--- config.mk ---
export PLATFORM = sky130hd
export DESIGN_NAME = spike_rate_decoder
export DESIGN_NICKNAME = d
export VERILOG_FILES = /design/src/rtl/snn_pkg.sv /design/src/rtl/spike_edge_det.sv /design/src/rtl/spike_rate_decoder.sv
export SDC_FILE = /design/constraint.sdc
export NUM_CORES = 1
export LEC_CHECK = 0
export ABC_AREA = 1
export CAP_MARGIN = 20
export CORE_AREA = 5 5 63 65
export DETAILED_ROUTE_END_ITERATION = 10
export DIE_AREA = 0 0 68 70
export PLACE_DENSITY = 0.83
export SLEW_MARGIN = 20
export SYNTH_ARGS = -nofsm -noshare
export SYNTH_HDL_FRONTEND = slang
export SYNTH_SLANG_ARGS = --single-unit
--- constraint.sdc ---
create_clock -name clk -period 3.85 [get_ports clk]
set_input_delay 0.9625 -clock clk [delete_from_list [all_inputs] [get_ports clk]]
set_output_delay 0.9625 -clock clk [all_outputs]
set_load 0.005 [all_outputs]
--- src/rtl/snn_pkg.sv ---
// Shared SNN definitions: default counter widths and the rate-decoder FSM state type.
package snn_pkg;
    localparam int SNN_CNT_W = 8;
    localparam int SNN_WIN_W = 8;

    typedef enum logic {IDLE, COUNT} dec_state_t;
endpackage

--- src/rtl/spike_edge_det.sv ---
// Rising-edge detector for a spike line: one pulse per 0->1 transition of axon.
module spike_edge_det (
    input  logic clk,
    input  logic rst,
    input  logic axon,
    output logic spike
);
    logic axon_q;

    always_ff @(posedge clk) begin
        if (rst) axon_q <= 1'b0;
        else     axon_q <= axon;
    end

    // Cleared on reset so a line already high after reset still yields one spike.
    assign spike = axon & ~axon_q;
endmodule

--- src/rtl/spike_rate_decoder.sv ---
// Counts axon spikes per programmable window and hands each count out on a valid/ready port.
// Optional SPIKE_RATE_DECODER_ISI_EN adds an inter-spike-interval output.
module spike_rate_decoder
    import snn_pkg::*;
#(
    parameter int CNT_W = SNN_CNT_W,
    parameter int WIN_W = SNN_WIN_W
) (
    input  logic             clk,
    input  logic             rst,
    input  logic             axon,
    input  logic [WIN_W-1:0] window_len,
    input  logic             rate_ready,
    output logic             rate_valid,
    output logic [CNT_W-1:0] rate_data,
    output logic             overrun
`ifdef SPIKE_RATE_DECODER_ISI_EN
   ,output logic [WIN_W-1:0] isi
`endif
);
    localparam logic [CNT_W-1:0] CNT_MAX = '1;

    dec_state_t       state;
    logic [WIN_W-1:0] cyc;
    logic [WIN_W-1:0] win_len_r;
    logic [CNT_W-1:0] cnt;
    logic [CNT_W-1:0] cnt_nxt;
    logic             spike;
    logic             close;
    logic             out_free;

    spike_edge_det u_edge (
        .clk   (clk),
        .rst   (rst),
        .axon  (axon),
        .spike (spike)
    );

    assign cnt_nxt  = (spike && cnt != CNT_MAX) ? cnt + CNT_W'(1) : cnt;
    assign close    = (state == COUNT) && (cyc == win_len_r);
    // The output register can take a new result if empty or being drained this cycle.
    assign out_free = !rate_valid || rate_ready;

    always_ff @(posedge clk) begin
        if (rst) begin
            state      <= IDLE;
            cyc        <= '0;
            win_len_r  <= '0;
            cnt        <= '0;
            rate_valid <= 1'b0;
            rate_data  <= '0;
            overrun    <= 1'b0;
        end else begin
            if (rate_valid && rate_ready)
                rate_valid <= 1'b0;

            if (close) begin
                if (out_free) begin
                    rate_valid <= 1'b1;
                    rate_data  <= cnt_nxt;
                end else begin
                    overrun <= 1'b1;
                end
            end

            case (state)
                IDLE: begin
                    if (window_len != '0) begin
                        win_len_r <= window_len;
                        cyc       <= WIN_W'(1);
                        cnt       <= CNT_W'(spike);
                        state     <= COUNT;
                    end
                end
                COUNT: begin
                    if (close) begin
                        cyc <= WIN_W'(1);
                        cnt <= '0;
                        if (window_len == '0) state <= IDLE;
                        else                  win_len_r <= window_len;
                    end else begin
                        cyc <= cyc + WIN_W'(1);
                        cnt <= cnt_nxt;
                    end
                end
                default: state <= IDLE;
            endcase
        end
    end

`ifdef SPIKE_RATE_DECODER_ISI_EN
    localparam logic [WIN_W-1:0] IVL_MAX = '1;

    logic [WIN_W-1:0] ivl_cnt;
    logic             seen;

    // Interval timer runs regardless of windowing; isi only updates once a prior spike exists.
    always_ff @(posedge clk) begin
        if (rst) begin
            ivl_cnt <= '0;
            isi     <= '0;
            seen    <= 1'b0;
        end else if (spike) begin
            if (seen) isi <= ivl_cnt;
            ivl_cnt <= WIN_W'(1);
            seen    <= 1'b1;
        end else if (seen && ivl_cnt != IVL_MAX) begin
            ivl_cnt <= ivl_cnt + WIN_W'(1);
        end
    end
`endif
endmodule

==> insert_results.sql <==
INSERT INTO impl_metrics (metric_group, metric, value, unit) VALUES
('logic_synthesis', 'synthCells', '305', ''),
('global_routing', 'total_congestion_overflow', '0', ''),
('clock_tree', 'clock_pin_slew_worst_setup_and_hold_paths', '0.10', 'ns'),
('clock_tree', 'cts_repair_resize_count', '0', ''),
('run_status', 'run_status', 'finished clean', ''),
('power_and_ir_drop', 'seq_power_share', '0.549', ''),
('finish', 'final_layout_size_suffix_gt1_frac', '0.05793', ''),
('floorplan', 'placeable_core_region', '0.003284', 'mm2'),
('worst_setup_path', 'timing.critical_path.slowest_stage_cell', 'clkdlybuf4s50_1', ''),
('finish', 'final_area', '0.002231', 'mm2'),
('worst_setup_path', 'cp_data_arrival_time', '2.53', 'ns'),
('detailed_routing', 'via_per_inst', '4.837', ''),
('worst_setup_path', 'critical_path.startpoint_type', 'primary input', ''),
('logic_synthesis', 'synth_sequential_area_ratio', '0.3702', ''),
('worst_setup_path', 'critical_path.max_stage_delay', '0.43', 'ns'),
('logic_synthesis', 'synthesis.area_per_instance', '6.383', 'um2'),
('clock_tree', 'cts_hold_buffers', '0', ''),
('detailed_routing', 'drt_wl_total', '4.071', 'mm'),
('detailed_routing', 'drt_first_iter_violations', '113', ''),
('worst_setup_path', 'worstPathCellList', 'clkdlybuf4s50_1 > nor2_1 > nand4_2 > nor2_1 > buf_4 > inv_1 > nand2_1 > xor2_1 > nor2_1', ''),
('sta', 'finalWorstPathRequiredPeriod', '2.283', 'ns'),
('detailed_routing', 'wire_per_inst', '10.89', 'um'),
('finish', 'num_antenna_cells', '0', ''),
('worst_setup_path', 'timing.critical_path.to_type', 'register', ''),
('power_and_ir_drop', 'share_comb_of_total_power', '0.164', ''),
('power_and_ir_drop', 'power.static_leakage', '0.001041', 'uW'),
('sta', 'setup_violations', '0', ''),
('detailed_routing', 'firstDrtPassIters', '4', ''),
('sta', 'slew_viol_final', '0', ''),
('worst_setup_path', 'cp_data_required_time', '4.09', 'ns'),
('clock_tree', 'cts_tree', 'yes', ''),
('power_and_ir_drop', 'power.ir.vdd_worst', '204.1', 'uV'),
('worst_setup_path', 'reg2reg_to', 'cyc[3]$_SDFFE_PP0P_', ''),
('clock_tree', 'cts-htree-levels', '2', ''),
('sta', 'period_share', '0.5929', ''),
('power_and_ir_drop', 'power.density', '331.3', 'mW/mm2'),
('sta', 'unrepaired_setup_endpoints_after_global_routing', 'false', ''),
('sta', 'max-slew-margin-rel', '0.7500', ''),
('hold_path', 'worst_hold_startpoint', 'overrun$_SDFFE_PP0P_', ''),
('logic_synthesis', 'ys_seq_elements', '36', ''),
('worst_setup_path', 'critical_path.reg2reg.startpoint', 'cyc[0]$_SDFFE_PP0P_', ''),
('floorplan', 'dieWidth', '68', 'um'),
('sta', 'achievable-frequency', '438.1', 'MHz'),
('hold_path', 'timing.hold.worst_path_depth', '2', ''),
('power_and_ir_drop', 'total_switching_power', '204.9', 'uW'),
('detailed_routing', 'drcViolationCount', '0', ''),
('detailed_routing', 'total_number_of_vias', '1809', ''),
('worst_setup_path', 'critical_path.max_fanout', '14', ''),
('finish', 'fill_cells', '304', ''),
('finish', 'syn2layout_area_growth', '14.59', '%'),
('sta', 'setup_total_negative_slack', '0', 'ns'),
('floorplan', 'num_io_pins', '22', ''),
('clock_tree', 'worst_skew_pair_later_pin_latency', '0.34', 'ns'),
('logic_synthesis', 'synth.distinct_cells', '25', ''),
('global_routing', 'antenna_found_initial', '0', ''),
('power_and_ir_drop', 'clock_power_share', '0.287', ''),
('floorplan', 'initial_utilization', '0.5928', ''),
('sta', 'tightestPinTransition', '0.3747', 'ns'),
('detailed_routing', 'remaining_antenna_violation_count_after_routing', '0', ''),
('logic_synthesis', 'yosys_warnings', '0', ''),
('sta', 'final_setup_skew', '0.007164', 'ns'),
('floorplan', 'die-area', '0.004760', 'mm2'),
('finish', 'design.final.nets', '341', ''),
('logic_synthesis', 'synth.cell_area', '0.001947', 'mm2'),
('clock_tree', 'cts_max_path_buffers', '2', ''),
('sta', 'hold_violations', '0', ''),
('hold_path', 'worst_hold_path.endpoint', 'overrun$_SDFFE_PP0P_', ''),
('job', 'cap_violations', '0', ''),
('power_and_ir_drop', 'netSwitchingFraction', '0.2773', ''),
('worst_setup_path', 'regToRegSetupSlack', '1.95', 'ns'),
('worst_setup_path', 'critical_path_class', 'in2reg', '');
-- power by group through the flow --
stage | Combinational, uW | Clock [uW] | Sequential (uW)
6_report | 121 | 212 | 406
5_1_grt | 138 | 233 | 409
4_1_cts | 123 | 219 | 406
3_5_place_dp | 122 | 0 | 414
3_3_place_gp | 120 | 0 | 413
2_1_floorplan | 82.7 | 0 | 412
-- cell families (layout without fill, tap and decap cells) --
family	Yosys count	in the layout	synth area share
AOI/OAI and AO/OA	32	32	0.08483
buffers and inverters	53	76	0.1163
xor gates and xnor gates	13	13	0.05848
adders and majority gates	2	2	0.01285
DFF	36	36	0.3702
and+or+nand+nor	169	169	0.3573
-- state kept, by name, indices dropped and copies added (netlist names) --
signal and flops:
cnt 8, u_edge.axon_q 1, overrun 1, rate_valid 1, cyc 8, win_len_r 8
state 1, rate_data 8
-- worst max path at each step --
| stage | startpoint | to | cells past startpoint |
|---|---|---|---|
| 2_1_floorplan | window_len[2] | cyc[4]$_SDFFE_PP0P_ | 7 |
| 3_3_place_gp | window_len[6] | cyc[4]$_SDFFE_PP0P_ | 9 |
| 3_5_place_dp | window_len[0] | cyc[4]$_SDFFE_PP0P_ | 9 |
| 4_1_cts | window_len[0] | cyc[4]$_SDFFE_PP0P_ | 9 |
| 5_1_grt | window_len[0] | cyc[0]$_SDFFE_PP0P_ | 9 |
| 6_report | window_len[0] | cyc[4]$_SDFFE_PP0P_ | 9 |
-- final cells by class --
class,count,area [um2],share of cell area
inverter,45,168.9,0.07572
timing repair buffer,23,225.2,0.1010
sequential,36,720.7,0.3231
tap,46,57.56,0.02580
clock buffer,8,58.81,0.02636
multi-input combinational,216,999.7,0.4481
-- worst max-delay path, delay by kind of cell --
family / cells / cell delay, ns
XOR/XNOR: 1 / 0.16
AND/OR/NAND/NOR: 5 / 0.67
buffers and inverters: 3 / 0.74
-- stage by stage --
| stage | util | total power, uW | std cells | hold slack, ns | setup slack [ns] |
|---|---|---|---|---|---|
| final | 0.6792 | 739.0 | 374 | 0.4627 | 1.567 |
| after global placement | 0.6613 | 532.8 | 366 | 0.4379 | 1.299 |
| after CTS | 0.6792 | 747.0 | 374 | 0.4652 | 1.582 |
| after floorplan | - | 494.9 | 305 | 0.4466 | 1.862 |
| after detailed placement | 0.6613 | 536.4 | 366 | 0.4493 | 1.185 |
| after global routing | 0.6792 | 779.3 | 374 | 0.4886 | 1.431 |
-- Yosys cell counts, drive strengths merged --
cell | count | area (um2)
or2 | 2 | 12.51
o21ai | 8 | 40.03
inv | 45 | 168.9
nor2 | 43 | 166.4
ha | 2 | 25.02
buf | 4 | 37.53
nand4 | 8 | 56.30
dfxtp | 36 | 720.7
nand3 | 12 | 65.06
clkbuf | 4 | 20.02
nand2 | 104 | 395.4
a21oi | 22 | 110.1
a21o | 1 | 7.510
xnor2 | 7 | 61.31
o21a | 1 | 7.510
xor2 | 6 | 52.55
-- layer usage --
| metal | wire length, um | up-vias | GRT usage |
|---|---|---|---|
| met2 | 2065 | 33 | 0.3255 |
| met5 | 0 | - | 0 |
| met1 | 1784 | 790 | 0.2244 |
| met4 | 68 | 0 | 0.07285 |
| li1 | - | 978 | - |
| met3 | 153 | 8 | 0.03846 |
-- layout by cell type (no fill, tap or decap), types with 5 or more instances in the layout --
master             n
nand2_1          102
inv_1             42
nor2_1            41
dfxtp_1           36
a21oi_1           22
clkdlybuf4s50_1   21
nand3_1           11
xnor2_1            7
nand4_1            7
o21ai_0            7
xor2_1             6
clkbuf_4           5
Note: power is estimated with default switching activity, not from simulation.
